## config.mk

```make
export PLATFORM = sky130hd
export DESIGN_NAME = control_unit
export DESIGN_NICKNAME = d
export VERILOG_FILES = /design/src/rtl/control_unit.sv
export SDC_FILE = /design/constraint.sdc
export NUM_CORES = 1
export LEC_CHECK = 0
export ABC_AREA = 0
export CAP_MARGIN = 20
export CORE_AREA = 2 2 39 41
export DETAILED_ROUTE_END_ITERATION = 16
export DIE_AREA = 0 0 41 43
export GPL_TIMING_DRIVEN = 0
export PLACE_DENSITY = 0.69
export RECOVER_POWER = 100
export REMOVE_ABC_BUFFERS = 1
export SYNTH_ARGS = -nofsm -noshare
export SYNTH_HDL_FRONTEND = slang
export SYNTH_SLANG_ARGS = --single-unit
```

## constraint.sdc

```tcl
create_clock -name clk -period 3.5 [get_ports clk]
set_input_delay 1.05 -clock clk [delete_from_list [all_inputs] [get_ports clk]]
set_output_delay 1.05 -clock clk [all_outputs]
set_load 0.005 [all_outputs]
```

## src/rtl/control_unit.sv

```systemverilog
// Main opcode decoder of the single-issue MIPS-style datapath; all strobes are registered.
// Optional macro CU_ILLEGAL_OP_EN adds a registered illegalOp flag for unrecognised opcodes.
module control_unit #(
    parameter int OPW    = 6,
    parameter int ALUOPW = 3
) (
    input  logic              clk,
    input  logic              rst,
    input  logic [OPW-1:0]    opcode,
    output logic              regDst,
    output logic              branch,
    output logic              memRead,
    output logic              memWrite,
    output logic [ALUOPW-1:0] ALUop,
    output logic              ALUsrc,
    output logic              regWrite,
    output logic              jump,
    output logic              byteOperations,
    output logic              move
`ifdef CU_ILLEGAL_OP_EN
    ,output logic             illegalOp
`endif
);

    localparam logic [ALUOPW-1:0] ALU_ADD  = 3'b000;
    localparam logic [ALUOPW-1:0] ALU_SUB  = 3'b001;
    localparam logic [ALUOPW-1:0] ALU_AND  = 3'b010;
    localparam logic [ALUOPW-1:0] ALU_OR   = 3'b011;
    localparam logic [ALUOPW-1:0] ALU_SLT  = 3'b100;
    localparam logic [ALUOPW-1:0] ALU_SUBN = 3'b101;
    localparam logic [ALUOPW-1:0] ALU_RTYP = 3'b110;
    localparam logic [ALUOPW-1:0] ALU_PASS = 3'b111;

    typedef struct packed {
        logic              reg_dst;
        logic              branch;
        logic              mem_rd;
        logic              mem_wr;
        logic [ALUOPW-1:0] alu_op;
        logic              alu_src;
        logic              reg_wr;
        logic              jump;
        logic              byte_op;
        logic              move;
`ifdef CU_ILLEGAL_OP_EN
        logic              illegal;
`endif
    } ctrl_t;

    ctrl_t ctrl_d, ctrl_q;

    always_comb begin
        ctrl_d = '0;
        case (opcode)
            6'b000000: begin ctrl_d.reg_dst = 1'b1; ctrl_d.reg_wr = 1'b1; ctrl_d.alu_op = ALU_RTYP; end
            6'b000010: begin ctrl_d.alu_src = 1'b1; ctrl_d.reg_wr = 1'b1; ctrl_d.alu_op = ALU_ADD;  end
            6'b000011: begin ctrl_d.alu_src = 1'b1; ctrl_d.reg_wr = 1'b1; ctrl_d.alu_op = ALU_SUB;  end
            6'b000100: begin ctrl_d.alu_src = 1'b1; ctrl_d.reg_wr = 1'b1; ctrl_d.alu_op = ALU_AND;  end
            6'b000101: begin ctrl_d.alu_src = 1'b1; ctrl_d.reg_wr = 1'b1; ctrl_d.alu_op = ALU_OR;   end
            6'b000111: begin ctrl_d.alu_src = 1'b1; ctrl_d.reg_wr = 1'b1; ctrl_d.alu_op = ALU_SLT;  end
            6'b001000, 6'b001001: begin
                ctrl_d.alu_src = 1'b1;
                ctrl_d.mem_rd  = 1'b1;
                ctrl_d.reg_wr  = 1'b1;
                ctrl_d.byte_op = opcode[0];
            end
            6'b010000, 6'b010001: begin
                ctrl_d.alu_src = 1'b1;
                ctrl_d.mem_wr  = 1'b1;
                ctrl_d.byte_op = opcode[0];
            end
            6'b100011: begin ctrl_d.branch = 1'b1; ctrl_d.alu_op = ALU_SUB;  end
            6'b100111: begin ctrl_d.branch = 1'b1; ctrl_d.alu_op = ALU_SUBN; end
            6'b111000: ctrl_d.jump = 1'b1;
            // jal links through the datapath; the decoder only enables the write.
            6'b111001: begin ctrl_d.jump = 1'b1; ctrl_d.reg_wr = 1'b1; end
            6'b100000: begin ctrl_d.move = 1'b1; ctrl_d.reg_wr = 1'b1; ctrl_d.alu_op = ALU_PASS; end
            default: begin
`ifdef CU_ILLEGAL_OP_EN
                ctrl_d.illegal = 1'b1;
`endif
            end
        endcase
    end

    always_ff @(posedge clk) begin
        if (rst) ctrl_q <= '0;
        else     ctrl_q <= ctrl_d;
    end

    assign regDst         = ctrl_q.reg_dst;
    assign branch         = ctrl_q.branch;
    assign memRead        = ctrl_q.mem_rd;
    assign memWrite       = ctrl_q.mem_wr;
    assign ALUop          = ctrl_q.alu_op;
    assign ALUsrc         = ctrl_q.alu_src;
    assign regWrite       = ctrl_q.reg_wr;
    assign jump           = ctrl_q.jump;
    assign byteOperations = ctrl_q.byte_op;
    assign move           = ctrl_q.move;
`ifdef CU_ILLEGAL_OP_EN
    assign illegalOp      = ctrl_q.illegal;
`endif

endmodule

```

==> results of run 1 <==
placed cells by master (no fill, tap or decap), drive strengths merged, types with 2 or more instances in the layout:
master          n
or3             3
nand2b          2
nor3            2
dlygate4sd3    14
clkdlybuf4s50   5
dfxtp          12
a21oi           5
clkbuf          4
nand3           2
nand2           5
nor2            7
path summary, 6_finish.rpt:
check | from | end | slack [ns] | cells after the start
worst max-delay path | opcode[1] | regWrite$_SDFF_PP0_ | 1.12 | 5
worst min-delay path | rst | jump$_SDFF_PP0_ | 1.44 | 2
power by group:
group / internal [W] / switching, W
sequential: 0.000139 / 0.000000388
clock: 0.0000631 / 0.0000431
combinational: 0.0000165 / 0.0000161
total: 0.000218 / 0.0000596
synth_stat cells:
master | number | area share [%]
o21a_1 | 1 | 1.6
clkbuf_1 | 1 | 0.79
buf_2 | 1 | 1.1
xnor2_1 | 1 | 1.9
nor3_1 | 2 | 2.1
nor2_1 | 7 | 5.6
buf_4 | 2 | 3.2
a21oi_1 | 5 | 5.3
or3_2 | 1 | 1.6
nand2_1 | 5 | 4.0
nor3b_1 | 1 | 1.6
o31a_2 | 1 | 2.1
nand3_1 | 2 | 2.1
or3_1 | 2 | 2.7
a211oi_1 | 1 | 1.6
dfxtp_1 | 12 | 51
and3b_1 | 1 | 1.9
nand3b_1 | 1 | 1.6
nand2b_1 | 2 | 2.7
nand4_1 | 1 | 1.3
nor4_1 | 1 | 1.3
xor2_1 | 1 | 1.9
or2_2 | 1 | 1.3
layout make-up:
type	instances	share of cell area [%]
Clock buffer	4	5.225
Multi-Input combinational cell	37	29.91
Sequential cell	12	34.59
Tap cell	16	2.883
Timing Repair Buffer	19	27.39
metal layers:
layer | share of wire, % | wire [um] | vias to the layer above
li1 | - | - | 221
met1 | 42 | 392 | 208
met2 | 51 | 480 | 18
met3 | 6.9 | 65 | 0
met4 | 0 | 0 | 0
met5 | 0 | 0 | -
metrics by stage:
step / power [W] / setup slack (ns) / instances / cell area [um2] / util [%]
floorplan: 0.0001554 / 1.664 / 49 / 447.9 / -
global placement: 0.0001762 / 0.9359 / 84 / 658.1 / 47.56
detailed placement: 0.0001762 / 0.9330 / 84 / 658.1 / 47.56
CTS: 0.0002833 / 1.209 / 88 / 694.4 / 50.18
global route: 0.0002942 / 1.075 / 88 / 694.4 / 50.18
finish: 0.0002780 / 1.118 / 88 / 694.4 / 50.18
flip-flops by register name (all words and copies together), names as in the netlist:
register / count
ALUop: 3
ALUsrc: 1
branch: 1
byteOperations: 1
jump: 1
memRead: 1
memWrite: 1
move: 1
regDst: 1
regWrite: 1
cell families (layout without fill, tap and decap cells):
group,Yosys count,after routing,share of synthesized area (%)
buf+inv,4,23,5.037
xor+xnor,2,2,3.714
simple gates,27,27,29.71
flops,12,12,50.93
compound gates,8,8,10.61
==> results.toml, run 1 <==
[critical_path]
critPathMaxFanout = 8
critical_path.top_delay_family = "buffers and inverters"
cp.arrival_ns = 2.59
crit_buf_inv = 1
critPathLaunchType = "input pin"
worstSetupEndpointType = "flip-flop"
worstPathRequired_ns = 3.71
critical_path_class = "input pin to flip-flop"
path_cells = "dlygate4sd3_1, nor2_1, or3_1, a21oi_1, o31a_2"
critical_path.slowest_cell = "dlygate4sd3_1"
cpPeakStageDelay_ns = 0.71

[detailed_routing]
vias = 447
wire_per_inst_um = 10.66
wl_um = 938
antenna_left = 0
dr.pass1.iters = 4
viasPerCell = 5.080
drc = 0
drt-initial-drc-count = 9

[floorplan]
core-area_mm2 = 0.001384
pin_count = 20
die-area_mm2 = 0.001763
fp-row-count = 14
die_width_um = 41
start_util_pct = 34.09
fp.dieH_um = 43

[global_route]
grt.met2_usage_pct = 19.69
grtUsageTotal_pct = 12.80
grt_pass1_wl_mm = 1.511
grt_start_max_net_pins = 11
grt_pass1_vias = 372
grt_overflow = 0
grt_antenna_before_repair = 0
grt_util_met3_pct = 4.712
grt_use_met1_pct = 14.98
busiest_layer = "met2"

[placement]
io_buffer_count = 19
place_congestion = 0.7262
dp_hpwl_um = 682.2

[clock_tree]
clock_sinks = 12
cts_setup_buffers = 0
ctsResizeCount = 0
ctsRootBufferMaster = "clkbuf_4"
htreeDepth = 1
ctsHoldBuffers = 0
cts_buffer_depth = 2
cts.clk_slew.worst_paths_ns = 0.07
numCtsBuffers = 3
cts_tree = "yes"

[sta]
maxSlewHeadroom_pct = 77.41
hold_slack_ns = 1.439
hold_violations = 0
maxSlewViolCount = 0
fmax_ghz = 0.4199
period_needed_ns = 2.382
rsz0062_at_grt = "false"
tns_ns = 0
fin_crit_sh_pct = 68.05
max_slew.worst_pin.slew_ns = 0.3378
setup_viol = 0

[run]
cap_violations = 0

[power]
peakVddDrop_mv = 0.1633
leakagePower_nw = 0.2901
power_density_mw_per_mm2 = 400.3

[final_layout]
fill_cells = 146
area_growth_pct = 47.21
seq_area_um2 = 240.2
multi_input_comb_area_um2 = 207.7
fin_nets = 81
antenna_cells = 0
drive_gt1_share_pct = 9.722

[synth]
yosys_register_bits = 12
synthCells = 53
syn_area_per_cell_um2 = 8.900
yosys_warnings = 0
synthesis.area_um2 = 471.7
seq_area_frac_synth_pct = 50.93
ys_types = 23

[outcome]
status = "finished, final reports clean"

[hold_path]
hold_path.class = "input pin to flip-flop"
Note: power is estimated with default switching activity, not from simulation.
==> run 2, diff against run 1 <==
==> constraint.sdc (replaced) <==
create_clock -name clk -period 2.25 [get_ports clk]
set_input_delay 0.675 -clock clk [delete_from_list [all_inputs] [get_ports clk]]
set_output_delay 0.675 -clock clk [all_outputs]
set_load 0.005 [all_outputs]
==> results of run 2 <==
The final DEF is identical to that of run 1. Status: finished, final reports clean.
Among the figures that moved: setup slack after placement 0.9330 ns -> 0.05802 ns; setup slack after layout 1.118 ns -> 0.2433 ns; hold slack 1.439 ns -> 1.064 ns; total power 0.0002780 W -> 0.0004324 W; worst IR drop on VDD 0.1633 mV -> 0.2540 mV
==> run 3, diff against run 2 <==
--- a/config.mk
+++ b/config.mk
@@ -14,6 +14,7 @@
 export PLACE_DENSITY = 0.69
 export RECOVER_POWER = 100
 export REMOVE_ABC_BUFFERS = 1
+export SLEW_MARGIN = 10
 export SYNTH_ARGS = -nofsm -noshare
 export SYNTH_HDL_FRONTEND = slang
 export SYNTH_SLANG_ARGS = --single-unit
==> results of run 3 <==
The final DEF is identical to that of run 1. Status: finished, final reports clean.
Among the figures that moved: setup slack after placement 0.9330 ns -> 0.05802 ns; setup slack after layout 1.118 ns -> 0.2433 ns; hold slack 1.439 ns -> 1.064 ns; total power 0.0002780 W -> 0.0004324 W; worst IR drop on VDD 0.1633 mV -> 0.2540 mV
